$ cat src/rtl/fc_in_feeder_pkg.sv
// Shared types and derived-constant helpers for the FC-layer input feeder.
// Lanes are unpacked from the BRAM word LSB-first: lane 0 is the lowest INPUT_W bits.
package fc_pkg;

    typedef enum logic [2:0] {
        ST_IDLE,
        ST_FETCH,
        ST_LOAD,
        ST_STREAM,
        ST_WAIT_OUT,
        ST_DONE
    } state_t;

    localparam bit LANE0_IS_LSB = 1'b1;

    function automatic int calc_lanes(input int bram_dat_w, input int input_w);
        return bram_dat_w / input_w;
    endfunction

    function automatic int calc_wps(input int dim_input, input int lanes);
        return dim_input / lanes;
    endfunction

endpackage

$ cat src/rtl/fc_in_feeder_if.sv
// BRAM read port and FC-layer element stream seen by the feeder.
// The master side is the feeder; the slave side is the BRAM plus the FC layer.
interface fc_in_feeder_if #(
    parameter int INPUT_W     = 16,
    parameter int BRAM_DAT_W  = 64,
    parameter int BRAM_ADDR_W = 14
);
    logic                   bram_en;
    logic [BRAM_ADDR_W-1:0] bram_addr;
    logic [BRAM_DAT_W-1:0]  bram_dout;
    logic [INPUT_W-1:0]     fc_in_dat;
    logic                   fc_in_vld;
    logic                   fc_out_vld;

    modport master (
        output bram_en, bram_addr, fc_in_dat, fc_in_vld,
        input  bram_dout, fc_out_vld
    );

    modport slave (
        input  bram_en, bram_addr, fc_in_dat, fc_in_vld,
        output bram_dout, fc_out_vld
    );
endinterface

$ cat src/rtl/fc_in_feeder_lane_unpacker.sv
// Holds one BRAM word and presents it one INPUT_W lane per shift.
// The top decides when to shift and when to reload; this block only tracks the lane position.
module lane_unpacker
    import fc_pkg::*;
#(
    parameter int INPUT_W    = 16,
    parameter int BRAM_DAT_W = 64
) (
    input  logic                  clk,
    input  logic                  rst,
    input  logic                  load,
    input  logic                  shift,
    input  logic [BRAM_DAT_W-1:0] din,
    output logic [INPUT_W-1:0]    lane_dat,
    output logic                  last_lane,
    output logic                  prefetch_lane
);
    localparam int LANES  = calc_lanes(BRAM_DAT_W, INPUT_W);
    localparam int LANE_W = (LANES > 1) ? $clog2(LANES) : 1;

    logic [BRAM_DAT_W-1:0] sreg;
    logic [LANE_W-1:0]     lane;

    always_ff @(posedge clk) begin
        if (rst) begin
            sreg <= '0;
            lane <= '0;
        end else if (load) begin
            sreg <= din;
            lane <= '0;
        end else if (shift) begin
            if (LANE0_IS_LSB)
                sreg <= sreg >> INPUT_W;
            else
                sreg <= sreg << INPUT_W;
            lane <= lane + 1'b1;
        end
    end

    if (LANE0_IS_LSB) begin : g_lsb_first
        assign lane_dat = sreg[INPUT_W-1:0];
    end else begin : g_msb_first
        assign lane_dat = sreg[BRAM_DAT_W-1 -: INPUT_W];
    end

    // The read for the next word goes out two lanes before the end so its data lands on the last lane.
    assign last_lane     = (lane == LANE_W'(LANES - 1));
    assign prefetch_lane = (lane == LANE_W'(LANES - 2));

endmodule

$ cat src/rtl/fc_in_feeder.sv
// Reads packed input words from BRAM and streams DIM_INPUT elements per sample to the FC layer,
// waiting for the layer's result strobe between samples, for BATCH_NUM samples per run.
module fc_in_feeder
    import fc_pkg::*;
#(
    parameter int DIM_INPUT   = 96,
    parameter int INPUT_W     = 16,
    parameter int BRAM_DAT_W  = 64,
    parameter int BRAM_ADDR_W = 14,
    parameter int BATCH_NUM   = 10,
    parameter int BASE_ADDR   = 0
) (
    input  logic                               clk,
    input  logic                               rst,
    input  logic                               start,
    output logic                               busy,
    output logic                               done,
    output logic [$clog2(BATCH_NUM+1)-1:0]     sample_idx,
    output logic                               err_early,
    fc_in_feeder_if.master                     bus
);
    localparam int LANES  = calc_lanes(BRAM_DAT_W, INPUT_W);
    localparam int WPS    = calc_wps(DIM_INPUT, LANES);
    localparam int ELEM_W = $clog2(DIM_INPUT + 1);
    localparam int WORD_W = $clog2(WPS + 1);
    localparam int SIDX_W = $clog2(BATCH_NUM + 1);
    localparam logic [BRAM_ADDR_W-1:0] BASE = BRAM_ADDR_W'(BASE_ADDR);

    if (BRAM_DAT_W % INPUT_W != 0) begin : g_bad_width
        $error("BRAM_DAT_W must be a multiple of INPUT_W");
    end
    if (LANES < 2 || DIM_INPUT % LANES != 0) begin : g_bad_dim
        $error("DIM_INPUT must be a multiple of LANES and LANES must be at least 2");
    end

    state_t                 state, state_next;
    logic [BRAM_ADDR_W-1:0] addr;
    logic [ELEM_W-1:0]      elem_cnt;
    logic [WORD_W-1:0]      word_cnt;
    logic                   unpack_load, unpack_shift;
    logic                   last_lane, prefetch_lane;
    logic [INPUT_W-1:0]     lane_dat;
    logic                   rd_en, stream_vld;
    logic                   last_elem, last_word, start_ok;

    assign last_elem = (elem_cnt == ELEM_W'(DIM_INPUT - 1));
    assign last_word = (word_cnt == WORD_W'(WPS - 1));
    assign start_ok  = (state == ST_IDLE) && start;

    always_ff @(posedge clk) begin
        if (rst)
            state <= ST_IDLE;
        else
            state <= state_next;
    end

    always_comb begin
        state_next   = state;
        rd_en        = 1'b0;
        stream_vld   = 1'b0;
        busy         = 1'b0;
        done         = 1'b0;
        unpack_load  = 1'b0;
        unpack_shift = 1'b0;
        case (state)
            ST_IDLE: begin
                if (start)
                    state_next = ST_FETCH;
            end
            ST_FETCH: begin
                busy       = 1'b1;
                rd_en      = 1'b1;
                state_next = ST_LOAD;
            end
            ST_LOAD: begin
                busy        = 1'b1;
                unpack_load = 1'b1;
                state_next  = ST_STREAM;
            end
            ST_STREAM: begin
                busy       = 1'b1;
                stream_vld = 1'b1;
                rd_en      = prefetch_lane && !last_word;
                // The prefetched word is captured while its predecessor's last lane is on the bus.
                if (last_lane)
                    unpack_load = !last_word;
                else
                    unpack_shift = 1'b1;
                if (last_elem)
                    state_next = ST_WAIT_OUT;
            end
            ST_WAIT_OUT: begin
                busy = 1'b1;
                if (bus.fc_out_vld)
                    state_next = (sample_idx < SIDX_W'(BATCH_NUM - 1)) ? ST_FETCH : ST_DONE;
            end
            ST_DONE: begin
                done       = 1'b1;
                state_next = ST_IDLE;
            end
            default: state_next = ST_IDLE;
        endcase
    end

    always_ff @(posedge clk) begin
        if (rst) begin
            addr       <= BASE;
            elem_cnt   <= '0;
            word_cnt   <= '0;
            sample_idx <= '0;
            err_early  <= 1'b0;
        end else begin
            if (start_ok)
                addr <= BASE;
            else if (rd_en)
                addr <= addr + 1'b1;

            if (state == ST_LOAD) begin
                elem_cnt <= '0;
                word_cnt <= '0;
            end else if (state == ST_STREAM) begin
                elem_cnt <= elem_cnt + 1'b1;
                if (last_lane && !last_word)
                    word_cnt <= word_cnt + 1'b1;
            end

            if (start_ok)
                sample_idx <= '0;
            else if (state == ST_WAIT_OUT && bus.fc_out_vld)
                sample_idx <= sample_idx + 1'b1;

            if (start_ok)
                err_early <= 1'b0;
            else if (state == ST_STREAM && bus.fc_out_vld)
                err_early <= 1'b1;
        end
    end

    lane_unpacker #(
        .INPUT_W    (INPUT_W),
        .BRAM_DAT_W (BRAM_DAT_W)
    ) u_unpacker (
        .clk           (clk),
        .rst           (rst),
        .load          (unpack_load),
        .shift         (unpack_shift),
        .din           (bus.bram_dout),
        .lane_dat      (lane_dat),
        .last_lane     (last_lane),
        .prefetch_lane (prefetch_lane)
    );

    assign bus.bram_en   = rd_en;
    assign bus.bram_addr = addr;
    assign bus.fc_in_vld = stream_vld;
    assign bus.fc_in_dat = lane_dat;

endmodule
$ cat src/flat_wrapper.sv
// flat-port wrapper written by rule: the top's interface ports become plain ports
module fc_in_feeder_flat import fc_pkg::*;
#(
    parameter int DIM_INPUT   = 96,
    parameter int INPUT_W     = 16,
    parameter int BRAM_DAT_W  = 64,
    parameter int BRAM_ADDR_W = 14,
    parameter int BATCH_NUM   = 10,
    parameter int BASE_ADDR   = 0
)
  (clk, rst, start, busy, done, sample_idx, err_early, bus_bram_en, bus_bram_addr, bus_fc_in_dat, bus_fc_in_vld, bus_bram_dout, bus_fc_out_vld);
  fc_in_feeder_if #(.INPUT_W(INPUT_W), .BRAM_DAT_W(BRAM_DAT_W), .BRAM_ADDR_W(BRAM_ADDR_W)) bus_i ();
  input  logic clk;
  input  logic rst;
  input  logic start;
  output logic busy;
  output logic done;
  output logic [$clog2(BATCH_NUM+1)-1:0] sample_idx;
  output logic err_early;
  output wire logic [$bits(bus_i.bram_en)-1:0] bus_bram_en;
  output wire logic [$bits(bus_i.bram_addr)-1:0] bus_bram_addr;
  output wire logic [$bits(bus_i.fc_in_dat)-1:0] bus_fc_in_dat;
  output wire logic [$bits(bus_i.fc_in_vld)-1:0] bus_fc_in_vld;
  input wire logic [$bits(bus_i.bram_dout)-1:0] bus_bram_dout;
  input wire logic [$bits(bus_i.fc_out_vld)-1:0] bus_fc_out_vld;
  assign bus_bram_en = bus_i.bram_en;
  assign bus_bram_addr = bus_i.bram_addr;
  assign bus_fc_in_dat = bus_i.fc_in_dat;
  assign bus_fc_in_vld = bus_i.fc_in_vld;
  assign bus_i.bram_dout = bus_bram_dout;
  assign bus_i.fc_out_vld = bus_fc_out_vld;
  fc_in_feeder #(.DIM_INPUT(DIM_INPUT), .INPUT_W(INPUT_W), .BRAM_DAT_W(BRAM_DAT_W), .BRAM_ADDR_W(BRAM_ADDR_W), .BATCH_NUM(BATCH_NUM), .BASE_ADDR(BASE_ADDR)) u_core (.clk(clk), .rst(rst), .start(start), .busy(busy), .done(done), .sample_idx(sample_idx), .err_early(err_early), .bus(bus_i));
endmodule
$ cat config.mk
export PLATFORM = sky130hd
export DESIGN_NAME = fc_in_feeder_flat
export DESIGN_NICKNAME = d
export VERILOG_FILES = /design/src/rtl/fc_in_feeder_pkg.sv /design/src/rtl/fc_in_feeder_if.sv /design/src/rtl/fc_in_feeder_lane_unpacker.sv /design/src/rtl/fc_in_feeder.sv /design/src/flat_wrapper.sv
export SDC_FILE = /design/constraint.sdc
export NUM_CORES = 1
export LEC_CHECK = 0
export ABC_AREA = 1
export CAP_MARGIN = 25
export CORE_ASPECT_RATIO = 0.8
export CORE_MARGIN = 4
export CORE_UTILIZATION = 30
export CTS_CLUSTER_SIZE = 28
export DETAILED_ROUTE_END_ITERATION = 8
export HOLD_SLACK_MARGIN = 0.02
export PLACE_DENSITY = 0.6
export SLEW_MARGIN = 20
export SYNTH_ARGS = -nofsm -noshare
export SYNTH_HDL_FRONTEND = slang
export SYNTH_SLANG_ARGS = --single-unit
$ cat constraint.sdc
create_clock -name clk -period 5.1 [get_ports clk]
set_clock_uncertainty 0.2 [all_clocks]
set_input_delay 1.275 -clock clk [delete_from_list [all_inputs] [get_ports clk]]
set_output_delay 1.275 -clock clk [all_outputs]
set_load 0.01 [all_outputs]
======== After elaboration in Yosys (flattened, before gate mapping) ========
Index checks and enable logic that the tools add are counted.
cells by class
  add/sub/neg operators ................... 5
  $lt $le $gt $ge ......................... 1
  equal/unequal tests ..................... 12
  multiplexer cells ....................... 15
  reductions and logical operators ........ 14
operator list
  kind                                                    count
  2-to-1 mux 64 bit                                       2
  one-hot mux 3 bit (5 select lines)                      1
  adder 14 x 1 -> 14 bit (second input constant)          1
  2-to-1 mux 3 bit                                        4
  adder 7 x 1 -> 7 bit (second input constant)            1
  equality test 7 bit (second input constant)             1
  equality test 3 x 2 -> 1 bit (second input constant)    2
  equality test 3 bit (second input constant)             2
  2-to-1 mux 1 bit                                        6
  OR reduction 2 bit                                      3
  adder 5 x 1 -> 5 bit (second input constant)            1
  equality test 5 bit (second input constant)             1
  logical AND 1 bit                                       5
  adder 4 x 1 -> 4 bit (second input constant)            1
  equality test 2 bit (second input constant)             2
  < comparator 4 bit (second input constant)              1
  inequality test 2 bit (second input constant)           2
  one-hot mux 1 bit (2 select lines)                      2
  OR reduction 4 bit                                      1
  equality test 3 x 1 -> 1 bit (second input constant)    1
  logical NOT 3 bit                                       1
  AND reduction 3 bit                                     1
  adder 2 x 1 -> 2 bit (second input constant)            1
  inequality test 2 x 1 -> 1 bit (second input constant)  1
  other kinds (3)                                         3
word-level totals
  flip-flop bits (word level) ............. 100
  input port bits ......................... 68
  output and inout port bits .............. 39
  logic and storage cells ................. 55

======== Depth between registers and ports, before layout ========
Gate-level depths: netlist of the first run.
  depth in word-level cells ............... 5
  gate-level depth with buffers ........... 11
  gate-level depth less buffers ........... 10

======== Hierarchy ========
Synthesis of the first run repeated with hierarchy kept, for this count alone.
unflattened totals
  cell total of the unflattened synthesis .. 747
  area total of the unflattened synthesis .. 4916.0 um^2
by module, submodules not included
  module         times used  cells each  area an instance (um^2)  sequential area each (um^2)
  lane_unpacker  1           492         3155.5                   1321.3
  fc_in_feeder   1           255         1760.4                   680.7

======== Worst setup path before layout of the first run ========
OpenSTA, ideal clock, no wires.
  path type ............................... reg-to-output
  from .................................... register u_core.state[1]
  to ...................................... output port bus_bram_en
  arrival ................................. 1.208 ns
  required time ........................... 3.625 ns
  slack ................................... 2.417 ns
  stages on the path, launching flop included .. 7
  path buffers ............................ 2
  cells stage by stage .................... dfxtp_1 nand2_1 nor2_2 nand3_1 nand2_1 buf_4 buf_4
on the way
  longest elaborated chain between the ends .. 2
  elaborated cells between the ends (all ways) .. 3
  those cells by class .................... eq/ne: 2; mux: 1
RTL lines
  what                                                                          RTL line            text
  start, declared                                                               fc_in_feeder.sv:36  state_t state, state_next;
  start signal, assigned                                                        fc_in_feeder.sv:54  state <= state_next;
  equality test 3 x 2 -> 1 bit or equality test 3 x 1 -> 1 bit (tied branches)  fc_in_feeder.sv:65  case (state)
  one-hot mux 1 bit (2 select lines) *                                          fc_in_feeder.sv:65
  end, declared                                                                 flat_wrapper.sv:20  output wire logic [$bits(bus_i.bram_en)-1:0] bus_bram_en;
Mark *: on every way between the ends. The rest lies on a longest branch, timed or not.

======== Final worst setup path of the first run ========
  from .................................... register u_core.word_cnt[0]
  to ...................................... output port bus_bram_en
on the way
  longest elaborated chain between the ends .. 4
RTL lines
  what                                RTL line             text
  start, declared                     fc_in_feeder.sv:39   logic [WORD_W-1:0] word_cnt;
  start signal, assigned              fc_in_feeder.sv:124  word_cnt <= word_cnt + 1'b1;
  equality test 5 bit                 fc_in_feeder.sv:47   assign last_word = (word_cnt == WORD_W'(WPS - 1));
  logical NOT 1 bit                   fc_in_feeder.sv:83   rd_en = prefetch_lane && !last_word;
  logical AND 1 bit                   fc_in_feeder.sv:83
  one-hot mux 1 bit (2 select lines)  fc_in_feeder.sv:65
Every way passes these cells.

==> impl_metrics.tcl, run 1 <==
set metrics [dict create \
    start_util_pct 30.6 \
    netlist_top_cells_area "dfxtp_1, nand2_1, a21oi_1, nand3_1, nand4_1" \
    vias 4722 \
    peakVddDrop_mv 0.145 \
    synthFlopType "dfxtp_1" \
    grt_pass1_vias 4312 \
    worst-r2r-setup-slack_ns 1.97 \
    postCtsHoldBufs 0 \
    nNetsFinal 896 \
    grt_antenna_before_repair 0 \
    clockPowerShare_pct 31.0 \
    gp_congestion 0.786 \
    period_share_pct 76.2 \
    min_from "u_core.u_unpacker.sreg[57]$_SDFFE_PP0P_" \
    r2r-start "u_core.state[1]$_SDFFE_PP0P_" \
    path_delay_family "simple AND/OR/NAND/NOR gates" \
    max_stage_delay_ns 0.66 \
    hold_violations 0 \
    intPower_w 0.00152 \
    rr_worst_depth 7 \
    synthArstFlopShare_pct 0 \
    switchingPower_w 0.000728 \
    drive_above_1_share_pct 4.24 \
    cts_buffers 9 \
    rsz0062_at_grt "false" \
    power.density_nw_per_um2 352 \
    layoutNonFillerInstCount 1046 \
    outcome "completed" \
    drt_iter0_markers 310 \
    drt_pass1_iterations 4 \
    finalSetupViolCount 0 \
    synth_fp_nets 835 \
    synth_cells 760 \
    fmax_mhz 257 \
    start_kind "register" \
    switching_share_pct 32.3 \
    synth.top_cells.by_count "nand2_1, dfxtp_1, a21oi_1" \
    core_area_um2 16600 \
    worst_slew_pin_slew_ns 0.892 \
    rows 42 \
    ys_ff_latch 100 \
    clockBufferDepth 2 \
    drc_errors 0 \
    hold_depth 2 \
    crit_chain "ha_1 -> nand2_1 -> inv_1 -> nand2_1 -> nand3_1 -> nand2_1 -> clkdlybuf4s50_1" \
    slew_headroom_pct 40.5 \
    ys_types 32 \
    synth_area_leader_cell "dfxtp_1" \
    ys.warnings.count 0 \
    dp_hpwl_um 8970 \
    vias_per_cell 4.51 \
    setup_tns_ns 0 \
    io_pins 107 \
    cts_tree "built" \
    clock_sinks 100 \
    path_max_fanout 20 \
    clkLatencyLatePin_ns 0.36 \
    synth_top_area_share_pct 39.6 \
    overflow 0 \
    worstHoldEndpoint "u_core.u_unpacker.sreg[57]$_SDFFE_PP0P_" \
    cts_resized 0 \
    critPathCaptureType "output port" \
    postCtsSetupBuffers 0 \
    path_buf_inv 2 \
    grtUsageTotal_pct 13.9 \
    grt_first_pass_wirelength_um 21600 \
    ant_nets 0 \
    cp.arrival_ns 2.41 \
    synth.most_common_cell "nand2_1" \
    r2r_end "u_core.u_unpacker.lane[1]$_SDFFE_PP0P_" \
    netlist_area_um2 5060 \
    synth_edf_count 0 \
    wl_um 13400 \
    fp.dieW_um 153 \
    required_ns 3.62 \
    path_clk_slew_ns 0.07 \
    p_leak_nw 2.54 \
    hold_path_class "reg2reg" \
    die_area_um2 19000 \
    diodes 0 \
    wl_per_cell_um 12.8 \
    drv_slew 0 \
    fin_crit_ns 3.89 \
    io_buffers 106 \
    slowest_stage "clkdlybuf4s50_1" \
    dp_cells 1030 \
    cts_root_buffer "clkbuf_16" \
    power_frac_seq_pct 42.4 \
    path_class "reg2out" \
    h-tree-depth 3 \
    max-cap-violations 0 \
    die_height_um 124 \
    area_growth_pct 26.3 \
    grt_max_degree 72 \
    ys_seq_area_share_pct 39.6 \
    path_common_cell "nand2_1" \
    utilization_pct 38.6 \
    p_total_w 0.00225 \
    p_comb_share_pct 26.7 \
    synth_area_per_cell_um2 6.66 \
]
kinds of logic after synthesis:
| logic type | Yosys count | share of synthesized area, % |
|---|---|---|
| flip-flops | 100 | 39.6 |
| adder cells (fa/ha/maj) | 7 | 1.73 |
| AO/OA/AOI/OAI | 105 | 10.7 |
| AND/OR/NAND/NOR | 413 | 35.1 |
| XOR/XNOR | 7 | 1.21 |
| buffers and inverters | 128 | 11.7 |
stage by stage:
stage               hold slack [ns]  setup slack [ns]  cell area, um2
floorplan                     0.239              2.42            5060
global placement              0.251              1.60            6090
detailed placement            0.256              1.59            6090
CTS                           0.265              1.19            6390
global route                  0.281              1.01            6390
finish                        0.265              1.21            6390
per-layer routing:
metal	vias up	track usage (%)	share of wire, %
li1	2551	-	-
met1	2073	20.3	53
met2	91	20.4	41
met3	7	4.13	4.9
met4	0	2.84	0.83
met5	-	0	0
cells in the final DEF (no fill, tap or decap), types with 4 or more instances in the layout:
cell type        count
o21ai_1              7
buf_4                5
nand3_1             51
xor2_1               4
o21ai_0             16
nand2_1            250
nor2_1              56
nor3_1               4
nand4_1             39
dfxtp_1            100
clkdlybuf4s50_1    105
a211oi_1             4
ha_1                 7
clkbuf_16            9
inv_1               63
a21oi_1             75
power by group through the flow:
stage	Clock, W	Sequential, W	Combinational (W)
4_1_cts	0.000721	0.000953	0.000609
3_5_place_dp	0	0.000971	0.000606
3_3_place_gp	0	0.000970	0.000606
6_report	0.000697	0.000954	0.000600
2_1_floorplan	0	0.000955	0.000446
5_1_grt	0.000750	0.000968	0.000678
worst max path at each step:
stage	from	to	slack (ns)	cells after the start
finish	u_core.word_cnt[0]$_SDFFE_PP0P_	bus_bram_en	1.21	7
global placement	u_core.word_cnt[0]$_SDFFE_PP0P_	bus_bram_en	1.60	7
global route	u_core.word_cnt[0]$_SDFFE_PP0P_	bus_bram_en	1.01	7
detailed placement	u_core.word_cnt[0]$_SDFFE_PP0P_	bus_bram_en	1.59	7
CTS	u_core.word_cnt[0]$_SDFFE_PP0P_	bus_bram_en	1.19	7
floorplan	u_core.state[1]$_SDFFE_PP0P_	bus_bram_en	2.42	6
sequential cells by signal, indices dropped and copies added, names as in the netlist:
signal and flops:
u_core.u_unpacker.sreg 64, u_core.bus.bram_addr 14, u_core.elem_cnt 7, u_core.word_cnt 5
u_core.sample_idx 4, u_core.state 3, u_core.u_unpacker.lane 2, u_core.err_early 1
cell type report:
type	count	area [um2]
fillers	1818	10200
well taps	220	275
clock buffers	9	225
inverters	67	251
clock inverters	7	75.1
repair buffers	111	1090
multi-input cells	532	2470
flip-flops and latches	100	2000
tightest hold or removal path, cell delays in order (launching register included):
cell and delay, ns:
dfxtp_1 0.31, nand2_1 0.06, a21oi_1 0.05
(Power assumes the default switching activity.)
==> inputs of run 2 (changes only) <==
--- a/config.mk
+++ b/config.mk
@@ -13,7 +13,7 @@
 export CTS_CLUSTER_SIZE = 28
 export DETAILED_ROUTE_END_ITERATION = 8
 export HOLD_SLACK_MARGIN = 0.02
-export PLACE_DENSITY = 0.6
+export PLACE_DENSITY = 0.62
 export SLEW_MARGIN = 20
 export SYNTH_ARGS = -nofsm -noshare
 export SYNTH_HDL_FRONTEND = slang
==> constraint.sdc (replaced) <==
create_clock -name clk -period 3.4 [get_ports clk]
set_clock_uncertainty 0.2 [all_clocks]
set_input_delay 0.85 -clock clk [delete_from_list [all_inputs] [get_ports clk]]
set_output_delay 0.85 -clock clk [all_outputs]
set_load 0.01 [all_outputs]
==> impl_metrics.tcl, run 2 (same netlist as run 1, synthesis figures left out) <==
set metrics [dict create \
    outcome "completed" \
    final_common_cell "nand2_1" \
    p_leak_nw 2.56 \
    cts_tree "built" \
    grt_pass1_vias 4275 \
    p_comb_share_pct 26.0 \
    busiest_layer "met2" \
    crit_path_start "u_core.state[1]$_SDFFE_PP0P_" \
    wl_per_cell_um 12.9 \
    die_area_um2 19000 \
    gp_congestion 0.791 \
    diodes 0 \
    cp.arrival_ns 1.95 \
    cts_root_buffer "clkbuf_16" \
    post-place-ws_ns 0.781 \
    worst_slew_pin_slew_ns 0.897 \
    top_register "u_core.u_unpacker.sreg" \
    path_class "reg2out" \
    postCtsHoldBufs 0 \
    power_frac_seq_pct 41.6 \
    ant_nets 0 \
    clockPowerShare_pct 32.4 \
    path_common_cell "nand2_1" \
    setup_slack_ns 0.396 \
    rsz0062_at_grt "false" \
    clkLatencyLatePin_ns 0.35 \
    io_pins 107 \
    grt_antenna_before_repair 0 \
    postCtsSetupBuffers 0 \
    r2r-start "u_core.u_unpacker.lane[1]$_SDFFE_PP0P_" \
    drt_iter0_markers 362 \
    intPower_w 0.00238 \
    switchingPower_w 0.00108 \
    switching_share_pct 31.1 \
    rows 42 \
    power.density_nw_per_um2 538 \
    grtUsageTotal_pct 14.2 \
    layout_common_cells "nand2_1, clkdlybuf4s50_1, dfxtp_1, a21oi_1, inv_1" \
    setup_tns_ns 0 \
    min_from "u_core.u_unpacker.sreg[62]$_SDFFE_PP0P_" \
    path_clk_slew_ns 0.07 \
    global_route.usage.met2_pct 20.8 \
    clock_sinks 100 \
    slowest_stage "clkdlybuf4s50_1" \
    use_met1_pct 20.6 \
    fp.dieW_um 153 \
    crit_chain "nand2_1 -> nor2_2 -> nand3_1 -> nand2_1 -> clkdlybuf4s50_1" \
    die_height_um 124 \
    core_area_um2 16600 \
    vias 4763 \
    clockBufferDepth 2 \
    cts_buffers 9 \
    area_growth_pct 27.0 \
    fmax_mhz 333 \
    hold_path_class "reg2reg" \
    h-tree-depth 3 \
    period_share_pct 88.4 \
    critPathCaptureType "output port" \
    nNetsFinal 898 \
    start_kind "register" \
    peakVddDrop_mv 0.256 \
    max-cap-violations 0 \
    finalSetupViolCount 0 \
    grt_util_met3_pct 3.44 \
    slew_headroom_pct 40.1 \
    grt_first_pass_wirelength_um 21900 \
    cts_resized 0 \
    path_max_fanout 6 \
    start_util_pct 30.6 \
    vias_per_cell 4.55 \
    drive_above_1_share_pct 4.35 \
    overflow 0 \
    required_ns 2.35 \
    drv_slew 0 \
    largest_reg_flops 64 \
    drc_errors 0 \
    max_stage_delay_ns 0.56 \
    io_buffers 106 \
    grt_max_degree 71 \
    dp_hpwl_um 9120 \
    drt_pass1_iterations 4 \
    hold_violations 0 \
    wl_um 13500 \
    fin_crit_ns 3.00 \
]
## run 2: cell count changes in the layout (fill, tap and decap cells not counted), sizes merged
cell and change:
clkbuf +1, bufinv +1, buf +2, clkinv -2, clkinvlp -1
## run 2: final timing paths
kind                            depth (start not counted)                                 endpoint  slack [ns]
worst max register to register                          9  u_core.u_unpacker.sreg[42]$_SDFFE_PP0P_        1.05
worst max-delay path                                    5                              bus_bram_en        0.40
worst min-delay path                                    2  u_core.u_unpacker.sreg[62]$_SDFFE_PP0P_        0.26
worst min register to register                          2  u_core.u_unpacker.sreg[62]$_SDFFE_PP0P_        0.26
## run 2: final cells by class
class                      count  area [um2]
clock buffer                  10         239
clock inverter                 5        83.8
fill                        1787       10100
inverter                      67         251
multi-input combinational    532        2470
sequential                   100        2000
tap                          220         275
timing repair buffer         113        1110
## run 2: worst max-delay path, delay by kind of cell, from the launching register on
family                 cells  cell delay (ns)
buffers and inverters      1             0.56
and+or+nand+nor            4             0.57
DFF                        1             0.47
## run 2: layer usage
| metal | vias up | share of wire, % |
|---|---|---|
| met5 | - | 0 |
| met4 | 0 | 1.1 |
| met3 | 9 | 4.9 |
| met2 | 98 | 43 |
| met1 | 2105 | 51 |
| li1 | 2551 | - |
## run 2: power by group through the flow
| stage | Clock, W | Combinational (W) | Sequential (W) |
|---|---|---|---|
| final | 0.00112 | 0.000898 | 0.00144 |
| after global routing | 0.00121 | 0.00102 | 0.00146 |
| after CTS | 0.00117 | 0.000913 | 0.00144 |
| after detailed placement | 0 | 0.000911 | 0.00146 |
| after global placement | 0 | 0.000902 | 0.00147 |
| after floorplan | 0 | 0.000669 | 0.00143 |
## run 2: metrics by stage
step	total power (W)	hold WS, ns	utilization (%)	cell area (um2)	std cells
floorplan	0.00210	0.239	-	5060	760
global placement	0.00237	0.250	36.9	6110	1032
detailed placement	0.00237	0.254	36.9	6110	1032
CTS	0.00352	0.265	38.8	6430	1047
global route	0.00368	0.276	38.8	6430	1047
finish	0.00346	0.260	38.8	6430	1047
==> inputs of run 3 (changes only) <==
==> constraint.sdc (replaced) <==
create_clock -name clk -period 3.4 [get_ports clk]
set_clock_uncertainty 0.2 [all_clocks]
set_input_delay 0.51 -clock clk [delete_from_list [all_inputs] [get_ports clk]]
set_output_delay 0.51 -clock clk [all_outputs]
set_load 0.01 [all_outputs]
==> impl_metrics.tcl, run 3 (same netlist as run 1, synthesis figures left out) <==
set metrics [dict create \
    grt_first_pass_wirelength_um 21800 \
    setup_slack_ns 0.667 \
    layout_common_cells "nand2_1, clkdlybuf4s50_1, dfxtp_1, a21oi_1, inv_1" \
    required_ns 2.69 \
    grt_antenna_before_repair 0 \
    rr_worst_depth 9 \
    drc_errors 0 \
    die_area_um2 19000 \
    path_delay_family "simple AND/OR/NAND/NOR gates" \
    setup_tns_ns 0 \
    max_stage_delay_ns 0.56 \
    drive_above_1_share_pct 4.47 \
    fp.dieW_um 153 \
    largest_reg_flops 64 \
    slew_headroom_pct 41.8 \
    worst_slew_pin_slew_ns 0.871 \
    path_buf_inv 1 \
    cp.arrival_ns 2.02 \
    path_common_cell "nand2_1" \
    outcome "completed" \
    fin_crit_ns 2.73 \
    core_area_um2 16600 \
    path_max_fanout 6 \
    power.density_nw_per_um2 525 \
    hold_violations 0 \
    clockBufferDepth 2 \
    postCtsHoldBufs 0 \
    overflow 0 \
    rows 42 \
    post-place-ws_ns 0.949 \
    cts_resized 0 \
    rsz0062_at_grt "false" \
    diodes 0 \
    period_share_pct 80.4 \
    hold_path_class "reg2reg" \
    worst-r2r-setup-slack_ns 0.97 \
    grt_pass1_vias 4326 \
    r2r-start "u_core.word_cnt[0]$_SDFFE_PP0P_" \
    path_depth 5 \
    utilization_pct 38.7 \
    max-cap-violations 0 \
    io_buffers 106 \
    final_common_cell "nand2_1" \
    slowest_stage "clkdlybuf4s50_1" \
    cts_root_buffer "clkbuf_16" \
    peakVddDrop_mv 0.272 \
    wl_per_cell_um 12.8 \
    path_class "reg2out" \
    critPathCaptureType "output port" \
    drt_iter0_markers 304 \
    top_register "u_core.u_unpacker.sreg" \
    start_util_pct 30.6 \
    crit_path_start "u_core.state[1]$_SDFFE_PP0P_" \
    drt_pass1_iterations 5 \
    dp_hpwl_um 9230 \
    p_leak_nw 2.55 \
    multi_input_area_um2 2470 \
    h-tree-depth 3 \
    clkLatencyLatePin_ns 0.35 \
    nNetsFinal 898 \
    crit_chain "nand2_1 -> nor2_2 -> nand3_1 -> nand2_1 -> clkdlybuf4s50_1" \
    gp_congestion 0.809 \
    fmax_mhz 366 \
    start_kind "register" \
    postCtsSetupBuffers 0 \
    path_clk_slew_ns 0.07 \
    grt_max_degree 71 \
    io_pins 107 \
    layoutNonFillerInstCount 1048 \
    regArea_um2 2000 \
    die_height_um 124 \
    vias 4783 \
    fillers 1798 \
    endpoint "bus_bram_en" \
    vias_per_cell 4.56 \
    dp_cells 1032 \
    r2r_end "u_core.u_unpacker.sreg[63]$_SDFFE_PP0P_" \
    cts_tree "built" \
    cts_buffers 9 \
    area_growth_pct 26.5 \
    finalSetupViolCount 0 \
    wl_um 13400 \
    grtUsageTotal_pct 14.0 \
    ant_nets 0 \
    drv_slew 0 \
    p_total_w 0.00336 \
    clock_sinks 100 \
]
## run 3: cell types whose count changed in the layout (fill, tap and decap cells not counted)
| cell | delta |
|---|---|
| inv_6 | +1 |
| bufinv_16 | -2 |
| clkinv_4 | +1 |
| clkinv_8 | +1 |
## run 3: worst min path at each step
stage | startpoint | to | cells past startpoint
after floorplan | u_core.u_unpacker.sreg[48]$_SDFFE_PP0P_ | u_core.u_unpacker.sreg[48]$_SDFFE_PP0P_ | 2
after global placement | u_core.u_unpacker.sreg[49]$_SDFFE_PP0P_ | u_core.u_unpacker.sreg[49]$_SDFFE_PP0P_ | 2
after detailed placement | u_core.u_unpacker.sreg[50]$_SDFFE_PP0P_ | u_core.u_unpacker.sreg[50]$_SDFFE_PP0P_ | 2
after CTS | u_core.u_unpacker.sreg[50]$_SDFFE_PP0P_ | u_core.u_unpacker.sreg[50]$_SDFFE_PP0P_ | 2
after global routing | u_core.u_unpacker.sreg[60]$_SDFFE_PP0P_ | u_core.u_unpacker.sreg[60]$_SDFFE_PP0P_ | 2
final | u_core.u_unpacker.sreg[62]$_SDFFE_PP0P_ | u_core.u_unpacker.sreg[62]$_SDFFE_PP0P_ | 2
## run 3: worst reg2reg max path: stages, from the launching register on
cell     delay, ns
dfxtp_1       0.37
ha_1          0.18
nand2_1       0.05
inv_1         0.10
nand2_1       0.11
nand2_4       0.09
nand2_2       0.33
nor2_2        0.66
nand2_1       0.11
a21oi_1       0.15
## run 3: power by group
group | leakage, nW | switching, W | internal, W
combinational | 1.60 | 0.000518 | 0.000381
sequential | 0.813 | 0.000107 | 0.00134
clock | 0.138 | 0.000489 | 0.000530
## run 3: through the flow
step,hold slack (ns),area [um2]
after detailed placement,0.252,6110
final,0.263,6400
after floorplan,0.239,5060
after global placement,0.247,6110
after global routing,0.281,6400
after CTS,0.264,6400
## run 3: cell type report
cell class / instances / area share [%]
Tap cell: 220 / 4.30
Inverter: 67 / 3.93
Clock buffer: 10 / 3.73
Clock inverter: 6 / 0.899
Sequential cell: 100 / 31.3
Multi-Input combinational cell: 532 / 38.6
Timing Repair Buffer: 113 / 17.3
## run 3: metal layers
layer	vias up	share of wire (%)	track usage (%)
met3	13	5.0	3.65
met5	-	0	0
met1	2108	52	20.5
met4	0	1.3	4.17
li1	2556	-	-
met2	106	42	20.0
